==> src/rtl/ibis_dvi_pkg.sv <==
// Shared encodings for the Ibis DVI link sequencer: FSM states and video source selects.
package ibis_dvi_pkg;

  typedef enum logic [2:0] {
    ST_OFF       = 3'd0,
    ST_WAIT_LOCK = 3'd1,
    ST_WARMUP    = 3'd2,
    ST_BLANK     = 3'd3,
    ST_ACTIVE    = 3'd4,
    ST_DRAIN     = 3'd5
  } state_t;

  localparam logic SRC_PATTERN = 1'b0;
  localparam logic SRC_FB      = 1'b1;

endpackage

==> src/rtl/ibis_sync_2ff.sv <==
// Two-flop synchroniser for a single asynchronous status bit; output lags input by 2 edges.
module ibis_sync_2ff (
  input  logic clk,
  input  logic rst,
  input  logic din,
  output logic dout
);

  logic meta;

  always_ff @(posedge clk) begin
    if (rst) begin
      meta <= 1'b0;
      dout <= 1'b0;
    end else begin
      meta <= din;
      dout <= meta;
    end
  end

endmodule

==> src/rtl/ibis_dvi_sequencer.sv <==
// DVI link bring-up sequencer: PLL lock -> TMDS warm-up -> blanked frames -> live video.
// Moore outputs follow the state register one edge after the sampled condition.
module ibis_dvi_sequencer
  import ibis_dvi_pkg::*;
#(
  parameter int WARMUP_CYCLES = 1024,
  parameter int BLANK_FRAMES  = 2
) (
  input  logic       aclk,
  input  logic       areset,
  input  logic       pll_locked,
  input  logic       link_up_req,
  input  logic       src_req,
  input  logic       frame_start,
  output logic       timing_enable,
  output logic       tmds_enable,
  output logic       video_mute,
  output logic       src_sel,
  output logic       link_active,
  output logic [2:0] state,
  output logic       lock_lost,
  output logic [7:0] drop_count
);

  localparam int WW = $clog2(WARMUP_CYCLES + 1);
  localparam int FW = $clog2(BLANK_FRAMES + 1);
  localparam logic [WW-1:0] WARM_LOAD  = WW'(WARMUP_CYCLES - 1);
  localparam logic [FW-1:0] FRAME_DONE = FW'(BLANK_FRAMES);

  logic          lock_s;
  logic [2:0]    state_q, state_d;
  logic [WW-1:0] warm_q, warm_d;
  logic [FW-1:0] frame_q, frame_d, frame_inc;
  logic          src_q, src_d;
  logic          lost_q, lost_d;
  logic [7:0]    drop_q, drop_d;
  logic          abort;

  ibis_sync_2ff u_lock_sync (
    .clk  (aclk),
    .rst  (areset),
    .din  (pll_locked),
    .dout (lock_s)
  );

  always_ff @(posedge aclk) begin
    if (areset) begin
      state_q <= ST_OFF;
      warm_q  <= '0;
      frame_q <= '0;
      src_q   <= SRC_PATTERN;
      lost_q  <= 1'b0;
      drop_q  <= '0;
    end else begin
      state_q <= state_d;
      warm_q  <= warm_d;
      frame_q <= frame_d;
      src_q   <= src_d;
      lost_q  <= lost_d;
      drop_q  <= drop_d;
    end
  end

  assign frame_inc = frame_q + 1'b1;
  // Lock loss outranks every other transition condition in the powered states.
  assign abort = !lock_s && (state_q inside {ST_WARMUP, ST_BLANK, ST_ACTIVE, ST_DRAIN});

  always_comb begin
    state_d = state_q;
    warm_d  = warm_q;
    frame_d = frame_q;
    src_d   = src_q;
    lost_d  = 1'b0;
    drop_d  = drop_q;
    if (abort) begin
      state_d = ST_WAIT_LOCK;
      warm_d  = '0;
      frame_d = '0;
      lost_d  = 1'b1;
      if (drop_q != 8'hFF) drop_d = drop_q + 8'd1;
    end else begin
      case (state_q)
        ST_OFF: begin
          if (link_up_req) state_d = ST_WAIT_LOCK;
        end
        ST_WAIT_LOCK: begin
          if (!link_up_req) begin
            state_d = ST_OFF;
          end else if (lock_s) begin
            state_d = ST_WARMUP;
            warm_d  = WARM_LOAD;
          end
        end
        ST_WARMUP: begin
          if (!link_up_req) begin
            state_d = ST_OFF;
            warm_d  = '0;
          end else if (warm_q == '0) begin
            state_d = ST_BLANK;
            frame_d = '0;
          end else begin
            warm_d = warm_q - 1'b1;
          end
        end
        ST_BLANK: begin
          if (!link_up_req) begin
            state_d = ST_OFF;
            frame_d = '0;
          end else if (frame_start) begin
            frame_d = frame_inc;
            if (frame_inc == FRAME_DONE) begin
              state_d = ST_ACTIVE;
              src_d   = src_req;
            end
          end
        end
        ST_ACTIVE: begin
          if (frame_start) src_d = src_req;
          if (!link_up_req) state_d = ST_DRAIN;
        end
        ST_DRAIN: begin
          if (frame_start) begin
            state_d = ST_OFF;
            frame_d = '0;
          end
        end
        default: begin
          state_d = ST_OFF;
          warm_d  = '0;
          frame_d = '0;
        end
      endcase
    end
  end

  always_comb begin
    timing_enable = 1'b0;
    tmds_enable   = 1'b0;
    video_mute    = 1'b1;
    link_active   = 1'b0;
    case (state_q)
      ST_WARMUP: tmds_enable = 1'b1;
      ST_BLANK, ST_DRAIN: begin
        tmds_enable   = 1'b1;
        timing_enable = 1'b1;
      end
      ST_ACTIVE: begin
        tmds_enable   = 1'b1;
        timing_enable = 1'b1;
        video_mute    = 1'b0;
        link_active   = 1'b1;
      end
      default: ;
    endcase
  end

  assign state      = state_q;
  assign src_sel    = src_q;
  assign lock_lost  = lost_q;
  assign drop_count = drop_q;

endmodule

==> config.mk <==
export PLATFORM = sky130hd
export DESIGN_NAME = ibis_dvi_sequencer
export DESIGN_NICKNAME = d
export VERILOG_FILES = /design/src/rtl/ibis_dvi_pkg.sv /design/src/rtl/ibis_sync_2ff.sv /design/src/rtl/ibis_dvi_sequencer.sv
export SDC_FILE = /design/constraint.sdc
export NUM_CORES = 1
export LEC_CHECK = 0
export ABC_CLOCK_PERIOD_IN_PS = 4000
export BUFFER_PORTS_ARGS = -buffer_cell sky130_fd_sc_hd__buf_2
export CAP_MARGIN = 10
export CORE_ASPECT_RATIO = 1.75
export CORE_MARGIN = 2
export CORE_UTILIZATION = 51
export CTS_CLUSTER_DIAMETER = 80
export DETAILED_ROUTE_END_ITERATION = 10
export PLACE_DENSITY = 0.72
export SETUP_SLACK_MARGIN = 0.05
export SYNTH_ARGS = -nofsm -noshare
export SYNTH_HDL_FRONTEND = slang
export SYNTH_SLANG_ARGS = --single-unit
==> constraint.sdc <==
create_clock -name aclk -period 4 [get_ports aclk]
set_clock_uncertainty 0.15 [all_clocks]
set_input_delay 0.8 -clock aclk [delete_from_list [all_inputs] [get_ports aclk]]
set_output_delay 0.8 -clock aclk [all_outputs]
set_load 0.02 [all_outputs]
==> results of run 1 <==
## metrics by stage
stage | setup slack, ns | cells | total power, mW
2_1_floorplan | 1.66 | 214 | 0.348
3_3_place_gp | 1.17 | 268 | 0.366
3_5_place_dp | 1.08 | 268 | 0.366
4_1_cts | 1.22 | 272 | 0.588
5_1_grt | 1.01 | 272 | 0.608
6_report | 1.20 | 272 | 0.581
## worst register-to-register path, cell delays in order (launching register included)
cell and delay (ns):
dfxtp_1 0.72, nand4bb_1 0.62, or4_1 0.66, a2111oi_0 0.45, a31o_1 0.16
## Yosys cell counts (4+ instances only)
cell type	n
dfxtp_1	28
a21oi_1	16
nor2_1	16
clkbuf_1	11
nor3_1	11
inv_1	10
nand3_1	10
nand2_1	9
o21ai_0	9
a31oi_1	6
or3_1	5
a211o_1	4
mux2i_1	4
nand2b_1	4
nor2b_1	4
o31ai_1	4
or4_1	4
## area by class of cell
| class | instances | share of cell area [%] |
|---|---|---|
| tap | 45 | 2.93 |
| sequential | 28 | 29.1 |
| timing repair buffer | 24 | 6.51 |
| clock buffer | 3 | 2.15 |
| clock inverter | 1 | 1.56 |
| inverter | 11 | 2.15 |
| multi-input combinational | 160 | 55.6 |
## registers in the layout (all words and copies together), names as in the netlist
name	flops
drop_count	8
frame_q	2
lock_lost	1
src_sel	1
state	3
u_lock_sync.dout	1
u_lock_sync.meta	1
warm_q	11
## path summary, 6_finish.rpt
check                endpoint  slack [ns]  depth (start not counted)
max                 warm_q[5]        1.20                          4
max reg2reg         warm_q[5]        1.20                          4
min reg2reg  u_lock_sync.dout        0.30                          1
min          u_lock_sync.dout        0.30                          1
## kinds of logic (layout without fill, tap and decap cells)
group	after synthesis	in the layout	share of synthesized area (%)
buf+inv	26	39	5.86
mux	5	5	2.96
compound gates	61	61	24.4
flops	28	28	32.4
fa+ha+maj	3	3	2.17
xor+xnor	3	3	1.95
simple gates	88	88	30.2
## layer usage
metal,wire length (um),vias to the layer above,track usage [%]
li1,-,836,-
met3,99,9,2.22
met2,2190,31,41.1
met1,1640,774,24.6
met5,0,-,0
met4,104,0,8.65
## where the power goes
group	internal, mW	switching (mW)
sequential	0.283	0.00958
combinational	0.0248	0.0426
clock	0.134	0.0869
==> summary.md, run 1 <==
| Metric | Value |
|---|---|
| Drt pass-1 iters | 4 |
| Slew margin rel. | 38.0% |
| Area after DPL | 1850 um2 |
| CP cell instances | nand4bb_1, or4_1, a2111oi_0, a31o_1 |
| Initial antenna violation count | 0 |
| Yosys reg bits | 28 |
| EDFF count, synth | 0 |
| Htree depth | 1 |
| First-pass GRT wire length | 6390 um |
| Drt drc | 0 |
| CTS tree | yes |
| Mapped Nets | 223 |
| Storage element area | 561 um2 |
| ANT cells | 0 |
| DR iter-0 viols | 35 |
| Vias/cell | 6.07 |
| Synth cell types | 55 |
| Setup crit end kind | flop |
| GRT overflow | 0 |
| Hold Path Class | flop to flop |
| Crit path from | state[1] |
| Slew @ Worst Pin | 0.917 ns |
| Die width | 48.0 um |
| Bufs and invs on worst path | 0 |
| Largest net degree at the start of global routing | 20 |
| Synth Flop Type | dfxtp_1 |
| Outcome | completed |
| Post-route ant nets | 0 |
| Finished Cell Area | 1920 um2 |
| CP Max Fanout | 19 |
| Core area | 3330 um2 |
| I/O pin total | 23 |
| Period Utilization, post-route | 70.1% |
| Synth async-reset ratio | 0% |
| Critical Path AT | 2.88 ns |
| RSZ-0062 raised after global routing | false |
| Fmax | 357 MHz |
| Die area | 3890 um2 |
| Dominant cell type by area after synthesis | dfxtp_1 |
| MaxCap Viol Count | 0 |
| Peak VDD IR | 0.163 mV |
| Area of the multi-input gates | 1070 um2 |
| Fill cells | 310 |
| Routability cong. | 0.862 |
| Cts hold-fix bufs | 0 |
| Yosys warns | 0 |
| Power Density | 302 nW/um2 |
| Maximum root-to-sink buffer count | 2 |
| Hold slack final | 0.304 ns |
| Nets@finish | 237 |
| Top-area cell type share of the netlist area | 32.4% |
| Number of global-route vias before repair | 1441 |
| Launching point of the worst reg2reg path | state[1] |
| GRT Total Usage | 22.4% |
| Pins over their slew limit | 0 |
| # Post-CTS Setup Buffers | 0 |
| WL/cell | 14.8 um |
| Setup TNS | 0 ns |
| Share of layout cells above drive strength 1 | 17.2% |
| Post-Syn Area per Cell | 8.09 um2 |
| Final hold viol count | 0 |
| Post-cts sizing count | 0 |
| Top cells by area, synth | dfxtp_1 (32%), a21oi_1 (4.6%), nor2_1 (3.5%) |
| Port bufs | 22 |
| Post-synthesis sequential area ratio | 32.4% |
| Worst-Skew Late Latency | 0.27 ns |
| Slowest cell on the critical path | dfxtp_1 |
| P&R area growth vs syn | 11.1% |
| Crit Path Category | flop to flop |
| Most common cell after layout, fill and taps aside | dfxtp_1 |
| CTS Buf Count | 3 |
| Setup-failing EPs final | 0 |
| CTS clk-pin slew, worst paths | 0.09 ns |
| Via Count | 1650 |
| DIE HEIGHT | 81.1 um |
| Leakage | 0.738 nW |
| CP delay by family, top | simple AND/OR/NAND/NOR gates |
| Origin of the worst min-delay path | u_lock_sync.meta |
| Most frequent cells in the layout | dfxtp_1 (28), buf_2 (22), nor2_1 (16), a21oi_1 (16), nor3_1 (11) |
| Num Clock Sinks | 28 |
| Critical Path Max Stage Delay | 0.72 ns |
| Final core utilization | 57.8% |
| Required time of the critical path | 4.07 ns |
| Root Buffer | clkbuf_8 |
| Kind of start point of the critical path | flop |
| WL final | 4030 um |
| FP Rows | 28 |
| Period minus WS final | 2.80 ns |
| Initial core utilization | 52.0% |
| Netlist Area Pre-Place | 1730 um2 |
| Post-Synthesis Cells | 214 |
| HPWL Detailed | 3010 um |
Power figures use the tool's default switching activity.
==> inputs of run 2 (changes only) <==
- ABC_AREA: not set -> 1
- ABC_CLOCK_PERIOD_IN_PS: 4000 -> 2500
- PLACE_DENSITY: 0.72 -> 0.75
- clock period: 4 -> 2.5 ns (I/O delays scaled with it)
==> run 2 against run 1 <==
Global-route usage grew 0.82 points. Register-to-register slack lost 0.82 ns. Largest power group is now combinational logic. Critical path depth is the same. Sequential power grew 120%. Sequential share of layout area grew 0.70 points. Final cell count grew 20%. Die area shrank 3.0%. Synthesized cell count grew 22%. Largest cell class unchanged.
==> summary.md, run 2 <==
| Metric | Value |
|---|---|
| Dominant cell type by area after synthesis | dfxtp_1 (unchanged) |
| Finished Cell Area | 1880 um2 (was 1920 um2) |
| Worst Slack Setup Final | 0.303 ns (was 1.20 ns) |
| FP Rows | 27 (was 28) |
| RSZ-0062 raised after global routing | false (unchanged) |
| Via Count | 1697 (was 1650) |
| Biggest register | warm_q (unchanged) |
| Sw Share | 46.4% (was 23.9%) |
| Combinational Power Share | 49.7% (was 11.6%) |
| Crit path from | state[2] (was state[1]) |
| Top cells by count, synth | nand2_1 (57), nor2_1 (46), inv_1 (31), dfxtp_1 (28), a21oi_1 (21) (was dfxtp_1 (28), a21oi_1 (16), nor2_1 (16), clkbuf_1 (11), nor3_1 (11)) |
| Required time of the critical path | 1.85 ns (was 4.07 ns) |
| Area after DPL | 1810 um2 (was 1850 um2) |
| Post-Synthesis Cells | 262 (was 214) |
| Synth Flop Type | dfxtp_1 (unchanged) |
| Share of layout cells above drive strength 1 | 15.2% (was 17.2%) |
| DP Cell Count | 322 (was 268) |
| Setup crit end kind | output pin (was flop) |
| Drt pass-1 iters | 4 (unchanged) |
| Critical Path AT | 1.55 ns (was 2.88 ns) |
| GRT Total Usage | 23.2% (was 22.4%) |
| Netlist Area Pre-Place | 1670 um2 (was 1730 um2) |
| Main combinational cell family by area after synthesis | simple AND/OR/NAND/NOR gates (unchanged) |
| Maximum root-to-sink buffer count | 2 (unchanged) |
| Slew @ Worst Pin | 0.382 ns (was 0.917 ns) |
| Yosys warns | 0 (unchanged) |
| I/O pin total | 23 (unchanged) |
| Total Power | 1.99 mW (was 0.581 mW) |
| CTS Buf Count | 3 (unchanged) |
| Post-cts sizing count | 0 (unchanged) |
| Die area | 3770 um2 (was 3890 um2) |
| MaxCap Viol Count | 0 (unchanged) |
| Kind of start point of the critical path | flop (unchanged) |
| P&R area growth vs syn | 12.2% (was 11.1%) |
| Post-route ant nets | 0 (unchanged) |
| CTS clk-pin slew, worst paths | 0.10 ns (was 0.09 ns) |
| Worst R2R Path Depth | 9 (was 4) |
| CP delay by family, top | flip-flops (was simple AND/OR/NAND/NOR gates) |
| Origin of the worst min-delay path | u_lock_sync.meta (unchanged) |
| Number of global-route vias before repair | 1598 (was 1441) |
| Setup TNS | 0 ns (unchanged) |
| WL final | 3860 um (was 4030 um) |
| Mapped Nets | 271 (was 223) |
| First-pass GRT wire length | 6560 um (was 6390 um) |
| Post-Synth Adder-Cell Area | 2.24% (was 2.17%) |
| Top cells by area, synth | dfxtp_1 (33%), nand2_1 (13%), nor2_1 (10%) (was dfxtp_1 (32%), a21oi_1 (4.6%), nor2_1 (3.5%)) |
| Seq pwr share | 32.1% (was 50.4%) |
| Launching point of the worst reg2reg path | state[2] (was state[1]) |
| DIE HEIGHT | 79.8 um (was 81.1 um) |
| Post-Synth XOR/XNOR Area | 3.14% (was 1.95%) |
| Root Buffer | clkbuf_8 (unchanged) |
| Peak VDD IR | 0.591 mV (was 0.163 mV) |
| Post-synthesis compound-gate area fraction | 12.2% (was 24.4%) |
| Switch Pwr | 0.922 mW (was 0.139 mW) |
| Top-area cell type share of the netlist area | 33.5% (was 32.4%) |
| Final core utilization | 59.8% (was 57.8%) |
| Hold slack final | 0.266 ns (was 0.304 ns) |
| Routability cong. | 0.860 (was 0.862) |
| Largest net degree at the start of global routing | 17 (was 20) |
| ANT cells | 0 (unchanged) |
| Die width | 47.3 um (was 48.0 um) |
| Simple logic cell fraction of the synthesized area | 39.2% (was 30.2%) |
| CP cell instances | inv_1, nand3_2, nand4_2, buf_2 (was nand4bb_1, or4_1, a2111oi_0, a31o_1) |
| Vias/cell | 5.21 (was 6.07) |
| Yosys reg bits | 28 (unchanged) |
| Pins over their slew limit | 0 (unchanged) |
| Nets@finish | 293 (was 237) |
| CP Max Fanout | 10 (was 19) |
| Final Instance Count excl. Fillers | 326 (was 272) |
| Critical Path Max Stage Delay | 0.56 ns (was 0.72 ns) |
| Leakage | 0.913 nW (was 0.738 nW) |
| Most common cell after layout, fill and taps aside | nand2_1 (was dfxtp_1) |
| Period Utilization, post-route | 87.9% |
| Final hold viol count | 0 (unchanged) |
| Dpl ws | 0.402 ns (was 1.08 ns) |
| Slowest cell on the critical path | dfxtp_1 (unchanged) |
| Slew margin rel. | 74.5% (was 38.0%) |
| Port bufs | 22 (unchanged) |
| Hold Path Class | flop to flop (unchanged) |
| Post-synthesis sequential area ratio | 33.5% (was 32.4%) |
| Cts hold-fix bufs | 0 (unchanged) |
| Setup-failing EPs final | 0 (unchanged) |
| Num Clock Sinks | 28 (unchanged) |
| Most common cell in the synthesized netlist | nand2_1 (was dfxtp_1) |
| Period minus WS final | 2.20 ns |
| Initial core utilization | 53.3% (was 52.0%) |
| Power Density | 1060 nW/um2 (was 302 nW/um2) |
| WL/cell | 11.8 um (was 14.8 um) |
| Levels on crit path | 4 (unchanged) |
| Post-Syn Area per Cell | 6.39 um2 (was 8.09 um2) |
| Synth cell types | 28 (was 55) |
| Drt drc | 0 (unchanged) |
| Clock power frac | 18.2% (was 38.0%) |
| Hold Crit Depth | 2 (was 1) |
| Crit Path Category | flop to output pin (was flop to flop) |
| Max reg flops | 11 (unchanged) |
| Multiplexer share of the synthesized area | 0% (was 2.96%) |
| # Post-CTS Setup Buffers | 0 (unchanged) |
| Fmax | 455 MHz |
| Outcome | completed (unchanged) |
| Htree depth | 1 (unchanged) |
| HPWL Detailed | 3050 um (was 3010 um) |
| EDFF count, synth | 0 (unchanged) |
| Int Pwr | 1.06 mW (was 0.442 mW) |
| GRT overflow | 0 (unchanged) |
| Initial antenna violation count | 0 (unchanged) |
| CTS tree | yes (unchanged) |
| Core area | 3140 um2 (was 3330 um2) |
| Bufs and invs on worst path | 2 (was 0) |
| Worst-Skew Late Latency | 0.28 ns (was 0.27 ns) |
| DR iter-0 viols | 47 (was 35) |
| Synth async-reset ratio | 0% (unchanged) |
| Most frequent cells in the layout | nand2_1 (57), nor2_1 (46), inv_1 (31), dfxtp_1 (28), buf_2 (22) (was dfxtp_1 (28), buf_2 (22), nor2_1 (16), a21oi_1 (16), nor3_1 (11)) |
==> run 2: cell types whose count changed after synthesis, sizes merged, moves of 5 or more <==
cell    delta
a21oi      +5
o21ai      +8
nand2     +53
nand3     +11
a31oi      -5
or3        -5
nor2      +34
clkbuf    -10
inv       +24
nor3       -8
==> run 2: logic make-up (layout without fill, tap and decap cells) <==
family          count (synthesis)  count (layout)
buf+inv                        40              61
flops                          28              28
fa+ha+maj                       3               3
xor+xnor                        6               6
simple gates                  145             145
compound gates                 40              40
==> run 2: final cells by class <==
class,instances,area (um2)
clock buffer,3,41.3
clock inverter,1,30.0
inverter,35,131
fill,318,1260
timing repair buffer,22,110
sequential,28,561
multi-input combinational,194,951
tap,43,53.8
==> run 2: power by group through the flow <==
stage	Combinational, mW	Clock (mW)	Sequential [mW]
3_5_place_dp	0.991	0	0.648
6_report	0.987	0.361	0.638
5_1_grt	1.14	0.377	0.653
4_1_cts	0.995	0.367	0.637
3_3_place_gp	0.972	0	0.648
2_1_floorplan	0.775	0	0.656
==> run 2: path summary, 6_finish.rpt <==
check                     end  slack (ns)
max               tmds_enable        0.30
min          u_lock_sync.dout        0.27
max reg2reg         warm_q[9]        0.38
min reg2reg  u_lock_sync.dout        0.27
==> run 2: tightest hold or removal path, stage by stage (launching register included) <==
cell and delay [ns]:
dfxtp_1 0.31, inv_1 0.04, nor2_1 0.03
==> run 2: metal layers <==
layer / wire [um] / global-route usage (%) / vias up
met5: 0 / 0 / -
met2: 2220 / 44.3 / 36
li1: - / - / 879
met4: 69 / 9.44 / 0
met3: 95 / 2.71 / 7
met1: 1470 / 22.8 / 775
